$ cat src/rtl/wb_crossbar_rr.sv
// Shared-bus Wishbone B4 pipelined interconnect with round-robin arbitration and base/mask decode.
// Latency: 1 cycle to arbitrate; slave responses are forwarded combinationally in the same cycle.
// Backpressure: the granted master sees the decoded slave's stall; every other master sees stall=1.
//
// Ports:
//   wb_clk_i, wb_rst_i            clock, asynchronous active-high reset
//   m_*_i / m_*_o                 NUM_MASTERS flattened master ports (cyc, stb, we, adr, dat, sel / stall, ack, err, dat)
//   s_cyc_o, s_stb_o              per-slave cycle and strobe
//   s_we_o, s_adr_o, s_dat_o,
//   s_sel_o                       shared request fields from the granted master
//   s_stall_i, s_ack_i, s_err_i,
//   s_dat_i                       per-slave responses
//   grant_o                       one-hot current grant (status)
//   timeout_o                     one-cycle pulse when the response watchdog fires
module wb_crossbar_rr #(
    parameter int                        NUM_MASTERS = 2,
    parameter int                        NUM_SLAVES  = 5,
    parameter logic [NUM_SLAVES*32-1:0]  SLAVE_BASE  = '0,
    parameter logic [NUM_SLAVES*32-1:0]  SLAVE_MASK  = '0,
    parameter int                        TIMEOUT     = 255
) (
    input  logic                        wb_clk_i,
    input  logic                        wb_rst_i,
    input  logic [NUM_MASTERS-1:0]      m_cyc_i,
    input  logic [NUM_MASTERS-1:0]      m_stb_i,
    input  logic [NUM_MASTERS-1:0]      m_we_i,
    input  logic [32*NUM_MASTERS-1:0]   m_adr_i,
    input  logic [32*NUM_MASTERS-1:0]   m_dat_i,
    input  logic [4*NUM_MASTERS-1:0]    m_sel_i,
    output logic [NUM_MASTERS-1:0]      m_stall_o,
    output logic [NUM_MASTERS-1:0]      m_ack_o,
    output logic [NUM_MASTERS-1:0]      m_err_o,
    output logic [32*NUM_MASTERS-1:0]   m_dat_o,
    output logic [NUM_SLAVES-1:0]       s_cyc_o,
    output logic [NUM_SLAVES-1:0]       s_stb_o,
    output logic                        s_we_o,
    output logic [31:0]                 s_adr_o,
    output logic [31:0]                 s_dat_o,
    output logic [3:0]                  s_sel_o,
    input  logic [NUM_SLAVES-1:0]       s_stall_i,
    input  logic [NUM_SLAVES-1:0]       s_ack_i,
    input  logic [NUM_SLAVES-1:0]       s_err_i,
    input  logic [32*NUM_SLAVES-1:0]    s_dat_i,
    output logic [NUM_MASTERS-1:0]      grant_o,
    output logic                        timeout_o
);

    localparam int          MW       = (NUM_MASTERS > 1) ? $clog2(NUM_MASTERS) : 1;
    localparam int          SW       = (NUM_SLAVES > 1) ? $clog2(NUM_SLAVES) : 1;
    localparam bit          TMO_EN   = (TIMEOUT > 0);
    localparam logic [15:0] TMO_LAST = (TIMEOUT > 0) ? 16'(TIMEOUT - 1) : 16'd0;

    localparam logic [1:0] ST_IDLE  = 2'd0;
    localparam logic [1:0] ST_GRANT = 2'd1;
    localparam logic [1:0] ST_WAIT  = 2'd2;

    logic [1:0]             state_q, state_d;
    logic [NUM_MASTERS-1:0] grant_q, grant_d;
    logic [MW-1:0]          gidx_q, gidx_d;
    logic [MW-1:0]          rr_q, rr_d;
    logic [15:0]            timer_q, timer_d;
    logic [SW-1:0]          sel_q, sel_d;
    logic                   dflt_q, dflt_d;

    // Granted master's request fields
    logic        g_cyc, g_stb, g_we;
    logic [31:0] g_adr, g_dat;
    logic [3:0]  g_sel;

    // Address decode and response selection
    logic          hit_any;
    logic [SW-1:0] hit_idx;
    logic          win_stall;
    logic          sel_ack, sel_err;
    logic [31:0]   sel_dat;

    // WAIT-state response qualification
    logic          wait_ack, wait_err, wait_tmo;
    logic [31:0]   wait_dat;

    // Arbitration
    logic [NUM_MASTERS-1:0] req;
    logic                   arb_found;
    logic [MW-1:0]          arb_idx;
    logic [MW-1:0]          rr_next;

    // Per-cycle values destined for the granted master
    logic        g_stall_o, g_ack_o, g_err_o;
    logic [31:0] g_dat_o;

    assign req     = m_cyc_i & m_stb_i;
    assign rr_next = (gidx_q == MW'(NUM_MASTERS - 1)) ? '0 : gidx_q + MW'(1);
    assign grant_o = grant_q;

    always_comb begin
        g_cyc = 1'b0;
        g_stb = 1'b0;
        g_we  = 1'b0;
        g_adr = '0;
        g_dat = '0;
        g_sel = '0;
        for (int i = 0; i < NUM_MASTERS; i++) begin
            if (gidx_q == MW'(i)) begin
                g_cyc = m_cyc_i[i];
                g_stb = m_stb_i[i];
                g_we  = m_we_i[i];
                g_adr = m_adr_i[32*i +: 32];
                g_dat = m_dat_i[32*i +: 32];
                g_sel = m_sel_i[4*i +: 4];
            end
        end
    end

    // Scan downwards so the lowest-index hitting slave is the last one written.
    always_comb begin
        hit_any = 1'b0;
        hit_idx = '0;
        for (int k = NUM_SLAVES - 1; k >= 0; k--) begin
            if ((g_adr & SLAVE_MASK[32*k +: 32]) == SLAVE_BASE[32*k +: 32]) begin
                hit_any = 1'b1;
                hit_idx = SW'(k);
            end
        end
    end

    always_comb begin
        win_stall = 1'b0;
        sel_ack   = 1'b0;
        sel_err   = 1'b0;
        sel_dat   = '0;
        for (int k = 0; k < NUM_SLAVES; k++) begin
            if (hit_idx == SW'(k)) begin
                win_stall = s_stall_i[k];
            end
            if (sel_q == SW'(k)) begin
                sel_ack = s_ack_i[k];
                sel_err = s_err_i[k];
                sel_dat = s_dat_i[32*k +: 32];
            end
        end
    end

    // Round robin without modulo indexing: prefer the lowest requester at or
    // above the pointer, otherwise wrap to the lowest requester overall.
    always_comb begin
        logic          upper_found;
        logic [MW-1:0] upper_idx;
        logic          lower_found;
        logic [MW-1:0] lower_idx;
        upper_found = 1'b0;
        upper_idx   = '0;
        lower_found = 1'b0;
        lower_idx   = '0;
        for (int i = NUM_MASTERS - 1; i >= 0; i--) begin
            if (req[i]) begin
                lower_found = 1'b1;
                lower_idx   = MW'(i);
                if (MW'(i) >= rr_q) begin
                    upper_found = 1'b1;
                    upper_idx   = MW'(i);
                end
            end
        end
        arb_found = lower_found;
        arb_idx   = upper_found ? upper_idx : lower_idx;
    end

    // The default slave answers on the first WAIT cycle; a real slave's
    // response is only honoured while the master still holds its cycle,
    // so an ack arriving after an abort never reaches anyone.
    always_comb begin
        wait_ack = 1'b0;
        wait_err = 1'b0;
        wait_tmo = 1'b0;
        wait_dat = '0;
        if (state_q == ST_WAIT && g_cyc) begin
            if (dflt_q) begin
                wait_err = 1'b1;
            end else if (sel_err) begin
                wait_err = 1'b1;
                wait_dat = sel_dat;
            end else if (sel_ack) begin
                wait_ack = 1'b1;
                wait_dat = sel_dat;
            end else if (TMO_EN && timer_q == TMO_LAST) begin
                wait_err = 1'b1;
                wait_tmo = 1'b1;
            end
        end
    end

    always_comb begin
        state_d = state_q;
        grant_d = grant_q;
        gidx_d  = gidx_q;
        rr_d    = rr_q;
        timer_d = timer_q;
        sel_d   = sel_q;
        dflt_d  = dflt_q;
        case (state_q)
            ST_IDLE: begin
                if (arb_found) begin
                    state_d = ST_GRANT;
                    gidx_d  = arb_idx;
                    grant_d = NUM_MASTERS'(1) << arb_idx;
                end
            end
            ST_GRANT: begin
                if (!g_cyc) begin
                    state_d = ST_IDLE;
                    grant_d = '0;
                    rr_d    = rr_next;
                end else if (g_stb) begin
                    if (!hit_any) begin
                        state_d = ST_WAIT;
                        dflt_d  = 1'b1;
                        timer_d = '0;
                    end else if (!win_stall) begin
                        state_d = ST_WAIT;
                        sel_d   = hit_idx;
                        dflt_d  = 1'b0;
                        timer_d = '0;
                    end
                end
            end
            ST_WAIT: begin
                timer_d = timer_q + 16'd1;
                if (!g_cyc) begin
                    state_d = ST_IDLE;
                    grant_d = '0;
                    rr_d    = rr_next;
                    dflt_d  = 1'b0;
                end else if (wait_ack || wait_err) begin
                    state_d = ST_GRANT;
                    dflt_d  = 1'b0;
                end
            end
            default: begin
                state_d = ST_IDLE;
                grant_d = '0;
            end
        endcase
    end

    always_ff @(posedge wb_clk_i or posedge wb_rst_i) begin
        if (wb_rst_i) begin
            state_q <= ST_IDLE;
            grant_q <= '0;
            gidx_q  <= '0;
            rr_q    <= '0;
            timer_q <= '0;
            sel_q   <= '0;
            dflt_q  <= 1'b0;
        end else begin
            state_q <= state_d;
            grant_q <= grant_d;
            gidx_q  <= gidx_d;
            rr_q    <= rr_d;
            timer_q <= timer_d;
            sel_q   <= sel_d;
            dflt_q  <= dflt_d;
        end
    end

    always_comb begin
        g_stall_o = 1'b1;
        g_ack_o   = 1'b0;
        g_err_o   = 1'b0;
        g_dat_o   = '0;
        s_cyc_o   = '0;
        s_stb_o   = '0;
        s_we_o    = 1'b0;
        s_adr_o   = '0;
        s_dat_o   = '0;
        s_sel_o   = '0;
        timeout_o = 1'b0;
        if (state_q == ST_GRANT) begin
            s_we_o    = g_we;
            s_adr_o   = g_adr;
            s_dat_o   = g_dat;
            s_sel_o   = g_sel;
            // An unmapped address is swallowed by the default slave, which never stalls.
            g_stall_o = hit_any ? win_stall : 1'b0;
            for (int k = 0; k < NUM_SLAVES; k++) begin
                if (hit_any && hit_idx == SW'(k)) begin
                    s_cyc_o[k] = g_cyc;
                    s_stb_o[k] = g_stb;
                end
            end
        end else if (state_q == ST_WAIT) begin
            s_we_o    = g_we;
            s_adr_o   = g_adr;
            s_dat_o   = g_dat;
            s_sel_o   = g_sel;
            g_ack_o   = wait_ack;
            g_err_o   = wait_err;
            g_dat_o   = wait_dat;
            timeout_o = wait_tmo;
            for (int k = 0; k < NUM_SLAVES; k++) begin
                if (!dflt_q && sel_q == SW'(k)) begin
                    s_cyc_o[k] = g_cyc;
                end
            end
        end
    end

    always_comb begin
        m_stall_o = '1;
        m_ack_o   = '0;
        m_err_o   = '0;
        m_dat_o   = '0;
        if (state_q != ST_IDLE) begin
            for (int i = 0; i < NUM_MASTERS; i++) begin
                if (gidx_q == MW'(i)) begin
                    m_stall_o[i]         = g_stall_o;
                    m_ack_o[i]           = g_ack_o;
                    m_err_o[i]           = g_err_o;
                    m_dat_o[32*i +: 32]  = g_dat_o;
                end
            end
        end
    end

endmodule

$ cat config.mk
export PLATFORM = sky130hd
export DESIGN_NAME = wb_crossbar_rr
export DESIGN_NICKNAME = d
export VERILOG_FILES = /design/src/rtl/wb_crossbar_rr.sv
export SDC_FILE = /design/constraint.sdc
export NUM_CORES = 1
export LEC_CHECK = 0
export CAP_MARGIN = 15
export CORE_AREA = 3 3 183 185
export DETAILED_ROUTE_END_ITERATION = 8
export DIE_AREA = 0 0 186 188
export GPL_TIMING_DRIVEN = 0
export SLEW_MARGIN = 0
export SYNTH_ARGS = -nofsm -noshare
export SYNTH_HDL_FRONTEND = slang
export SYNTH_SLANG_ARGS = --single-unit
$ cat constraint.sdc
create_clock -name wb_clk_i -period 3.75 [get_ports wb_clk_i]
set_input_delay 0.9375 -clock wb_clk_i [delete_from_list [all_inputs] [get_ports wb_clk_i]]
set_output_delay 0.9375 -clock wb_clk_i [all_outputs]
set_load 0.02 [all_outputs]
==> results of run 1 <==
[critical path: cells and delay by family]
kind / cells / cell delay (ps)
buffers and inverters: 4 / 1170
and+or+nand+nor: 4 / 610
[layout make-up]
type	count	area, um^2	share of cell area
inverters	11	41.3	0.00586
clock buffers	4	88.8	0.0126
repair buffers	323	3160	0.449
well taps	408	510	0.0724
plain buffers	37	244	0.0346
flip-flops and latches	22	551	0.0781
multi-input cells	353	2450	0.348
[stage by stage]
stage	total power, mW	hold slack, ps	setup TNS (ps)	setup WS (ps)	utilization
finish	3.61	500	0	82.6	0.219
global route	3.88	533	0	3.13	0.219
CTS	3.67	513	0	10.1	0.218
detailed placement	3.38	499	-39510	-589	0.217
global placement	3.36	495	-33160	-583	0.217
floorplan	2.04	507	0	831	-
[repair_timing]
item | in CTS | in global routing
endpoints found under the setup margin | 139 | 73
endpoints found under the hold margin | 0 | 0
resized for setup | 79 | 16
buffers inserted | 1 | 0
[layer usage]
layer / track usage / wire length (um) / up-vias
li1: - / - / 2069
met1: 0.0978 / 6310 / 1874
met2: 0.147 / 7640 / 212
met3: 0.0192 / 1370 / 10
met4: 0.0120 / 89 / 6
met5: 0 / 41 / -
[worst max path at each step]
stage,startpoint,end,slack (ps),cells after the start
floorplan,s_ack_i[0],m_err_o[0],830,4
global placement,s_ack_i[0],m_dat_o[47],-580,7
detailed placement,s_ack_i[0],m_dat_o[47],-590,7
CTS,s_err_i[0],m_dat_o[1],10,7
global route,s_err_i[0],m_dat_o[18],3,8
finish,s_err_i[0],m_dat_o[18],80,8
[placed cells by master (no fill, tap or decap), types with 10 or more instances in the layout]
cell,synthesis,layout
clkdlybuf4s50_1,0,253
mux2i_1,81,80
nor2_1,79,77
and2_1,66,66
dlygate4sd2_1,0,62
nand2_1,23,23
dfrtp_1,22,22
nand3_1,15,15
nand2b_1,14,14
inv_1,11,11
buf_2,10,10
[state kept, by name (all words and copies together) (netlist names)]
register	cells
state_q	2
gidx_q	1
timer_q	16
grant_o	2
rr_q	1
[cells by family (layout without fill, tap and decap cells)]
logic type / count (synthesis) / after routing / share of synthesized area
flip-flops: 22 / 22 / 0.171
other: 1 / 8 / 0.00117
multiplexers: 83 / 83 / 0.259
AO/OA/AOI/OAI: 38 / 38 / 0.108
adder cells (fa/ha/maj): 6 / 6 / 0.0233
AND/OR/NAND/NOR: 218 / 218 / 0.353
buffers and inverters: 48 / 375 / 0.0837
[power breakdown]
group / internal, mW / switching, mW / total [mW]
clock network: 0.163 / 0.0907 / 0.254
registers: 0.334 / 0.104 / 0.438
logic: 1.35 / 1.57 / 2.92
total: 1.85 / 1.76 / 3.61
==> impl_metrics.ini, run 1 <==
[global_routing]
antenna_found_initial = 3
grt_first_pass_wirelength_um = 22300
grt_usage = 0.0807
grt_pass1_vias = 3992
grt_max_degree = 23
overflow = 0

[synthesis]
synth_area_leaders = mux2i_1, dfrtp_1, and2_1, nor2_1, a2111oi_4
synth.yosys.seq_area_share = 0.171
synth-main-ff-cell = dfrtp_1
yosys_warnings = 0
synthArstFlopShare = 1.00
synth_edf_count = 0
synth.most_common_cell = mux2i_1
synth_seq_cells = 22
syn_avg_cell_area_um2 = 7.73
ys_top_cells_by_count = mux2i_1, nor2_1, and2_1
synth_cell_types = 47
syn-instance-count = 416
yosys.area.top_type = mux2i_1
syn-cell-area_um2 = 3220
synth_top_area_share = 0.252

[sta]
slew_headroom = 0.405
fin_crit_ps = 3670
max_freq_mhz = 273
setup_viol = 0
worstMarginPinSlew_ps = 891
drv_slew = 0
period_share = 0.978
rsz0062_at_grt = no
finalHoldViolations = 0
skew_ps = 2.16

[power_and_ir_drop]
ir_worst_vdd_uv = 283
p_per_area_nw_per_um2 = 512
leakagePower_nw = 3.20

[floorplan]
start_util = 0.0998
die_h_um = 188
die_area_um2 = 35000
die_w_um = 186
ios = 471
placementRows = 66
core_um2 = 32200

[finish]
stdcell_count = 1158
fin_nets = 1076
area_growth_pct = 119
fin_area_um2 = 7050
n_fill_cell = 3550
drive_gt1_frac = 0.0787
diodes = 0

[min_path]
worst_hold_path_type = reg2reg
holdPathEnd = grant_o[0]
hold_depth = 2
hold_path_startpoint = grant_o[0]

[placed_design]
dp_hpwl_um = 13300
place_area_um2 = 6980
io_buffers = 322
place.gp.congestion = 0.779
dp_cells = 1153

[clock_tree]
cts_buffers = 3
clkLatencyLatePin_ps = 260
cts.clk_slew.worst_paths_ps = 60
cts-hold-fix-buffers = 0
tritoncts = done
cts_sinks = 22
clockBufferDepth = 2
htreeDepth = 1
cts_root_buf = clkbuf_16

[critical_path]
cp-end-kind = output port
timing.rr.start = state_q[1]
crit_top_cell = nor2_2
worstPathMaxFanout = 10
crit_arrival_ps = 2730
crit_type = in2out
r2r_cells = 8
path_cells = clkdlybuf4s50_1 -> nor2_2 -> nor2_2 -> nor4b_4 -> buf_4 -> buf_6 -> and2_1 -> clkdlybuf4s15_1
required_ps = 2810
slowest_stage = clkdlybuf4s50_1
r2r_slack_ps = 1740
cpPeakStageDelay_ps = 530
rr_endpoint = timer_q[13]
startpoint_type = input port

[detailed_routing]
num_vias = 4171
drtPass1Iterations = 4
drtIter0Drc = 124
drc = 0
wl_per_cell_um = 13.3
ant_nets = 0
wl_um = 15400
routed_via_density = 3.60

[run_status]
outcome = finished clean

[job]
max_cap_violations = 0
(Power assumes the default switching activity.)
==> inputs of run 2 (changes only) <==
GPL_TIMING_DRIVEN = not set   (was 0)
==> run 2 against run 1 <==
Sequential power is 5.5% higher. Global-route usage fell by 0.71 points. Clock skew increased by 3.8 ps. Critical endpoint is now m_dat_o[0]. Die area is the same. Count of clock-buffer cells in the layout fell by 1. Hold slack gained 35 ps.
==> impl_metrics.ini, run 2 (synthesis results as in run 1) <==
[run_status]
outcome = finished clean

[finish]
area_growth_pct = 117
largest_reg_flops = 16
final_util = 0.217
mostFrequentLayoutCells = clkdlybuf4s50_1, mux2i_1, nor2_1, and2_1, dlygate4sd2_1
final_common_cell = clkdlybuf4s50_1
regMostFlops = timer_q
fin_area_um2 = 6980
fin_nets = 1058
drive_gt1_frac = 0.0628

[detailed_routing]
wl_um = 14400
drc = 0
num_vias = 4051
routed_via_density = 3.55
wl_per_cell_um = 12.6
drtIter0Drc = 100
drtPass1Iterations = 4
ant_nets = 0

[power_and_ir_drop]
p_seq_frac = 0.126
internal_power_mw = 1.94
p_comb_frac = 0.790
p_sw_frac = 0.471
ir_worst_vdd_uv = 296
power_frac_clock = 0.084
power_switching_mw = 1.73
p_per_area_nw_per_um2 = 526
leakagePower_nw = 3.09

[critical_path]
crit_start = s_err_i[0]
crit_arrival_ps = 2700
startpoint_type = input port
required_ps = 2810
crit_type = in2out
cp-end-kind = output port
timing.rr.start = gidx_q
worstPathMaxFanout = 32

[floorplan]
die_h_um = 188
start_util = 0.0998
ios = 471
placementRows = 66
die_area_um2 = 35000
core_um2 = 32200
die_w_um = 186

[sta]
worstMarginPinSlew_ps = 927
fin_crit_ps = 3640
max_freq_mhz = 275
slew_headroom = 0.382
setup_viol = 0
period_share = 0.970
rsz0062_at_grt = no
finalHoldViolations = 0
drv_slew = 0
tns_ps = 0
skew_ps = 5.97

[min_path]
worst_hold_path_type = reg2reg
hold_path_startpoint = grant_o[1]

[clock_tree]
clkLatencyLatePin_ps = 260
cts_root_buf = clkbuf_16
cts_setup_buffers = 0
cts-hold-fix-buffers = 0
tritoncts = done
cts.clk_slew.worst_paths_ps = 70
cts_buffers = 3
htreeDepth = 1
clockBufferDepth = 2
cts_sinks = 22

[global_routing]
overflow = 0
grt_usage = 0.0737
grt_pass1_vias = 3858
grt_max_degree = 47
grt_first_pass_wirelength_um = 20600
antenna_found_initial = 2

[placed_design]
io_buffers = 322
dp_hpwl_um = 12200
place_area_um2 = 6950
place.gp.congestion = 0.771

[job]
max_cap_violations = 0
-- run 2: changes by cell type in the layout (fill, tap and decap cells not counted), sizes merged --
cell	change
dlygate4sd2	+1
dlymetal6s2s	-4
clkbuf	-14
bufinv	+1
diode	+1
clkdlybuf4s15	-2
-- run 2: critical path: stages --
cell	delay, ps
clkdlybuf4s50_1	540
nor2_1	110
nor2_2	130
nor4b_4	260
buf_12	200
and2_1	170
dlygate4sd2_1	340
-- run 2: final timing paths --
kind | endpoint | slack, ps | depth (start not counted)
setup / recovery | m_dat_o[0] | 110 | 7
hold / removal | grant_o[1] | 530 | 2
setup reg to reg | timer_q[15] | 1580 | 5
hold reg to reg | grant_o[1] | 530 | 2
max in group asynchronous | gidx_q | 1900 | 2
min in group asynchronous | timer_q[11] | 1180 | 2
-- run 2: per-stage QoR --
stage                     total power, mW  setup slack (ps)  std cells  hold slack, ps
final                                3.67               111       1141             535
after global placement               3.39              -228       1136             514
after global routing                 3.93              2.77       1140             550
after detailed placement             3.40              -226       1136             527
after CTS                            3.72              48.6       1140             539
after floorplan                      2.04               831        423             507
-- run 2: what timing repair did --
| item | in CTS | in global routing |
|---|---|---|
| endpoints found under the setup margin | 64 | 3 |
| pin swaps | 0 | 0 |
| resized for setup | 64 | 2 |
-- run 2: layout make-up --
cell class / instances / area (um^2)
Timing Repair Buffer: 342 / 3330
Multi-Input combinational cell: 353 / 2430
Antenna cell: 1 / 2.50
Tap cell: 408 / 510
Sequential cell: 22 / 554
Clock buffer: 3 / 75.1
Inverter: 11 / 41.3
Clock inverter: 1 / 30.0
Fill cell: 3570 / 25200
-- run 2: power by group through the flow --
stage                     Combinational (mW)  Clock, mW  Sequential, mW
after floorplan                         1.61          0           0.427
after global routing                    3.13      0.323           0.482
after global placement                  2.93          0           0.457
after detailed placement                2.94          0           0.461
after CTS                               2.95      0.315           0.458
final                                   2.90      0.308           0.462
-- run 2: routing by layer --
layer,global-route usage,vias to the layer above,share of wire
met4,0.0126,4,0.012
met2,0.132,210,0.48
met1,0.0892,1784,0.40
met5,0,-,0.0019
li1,-,2037,-
met3,0.0196,16,0.10
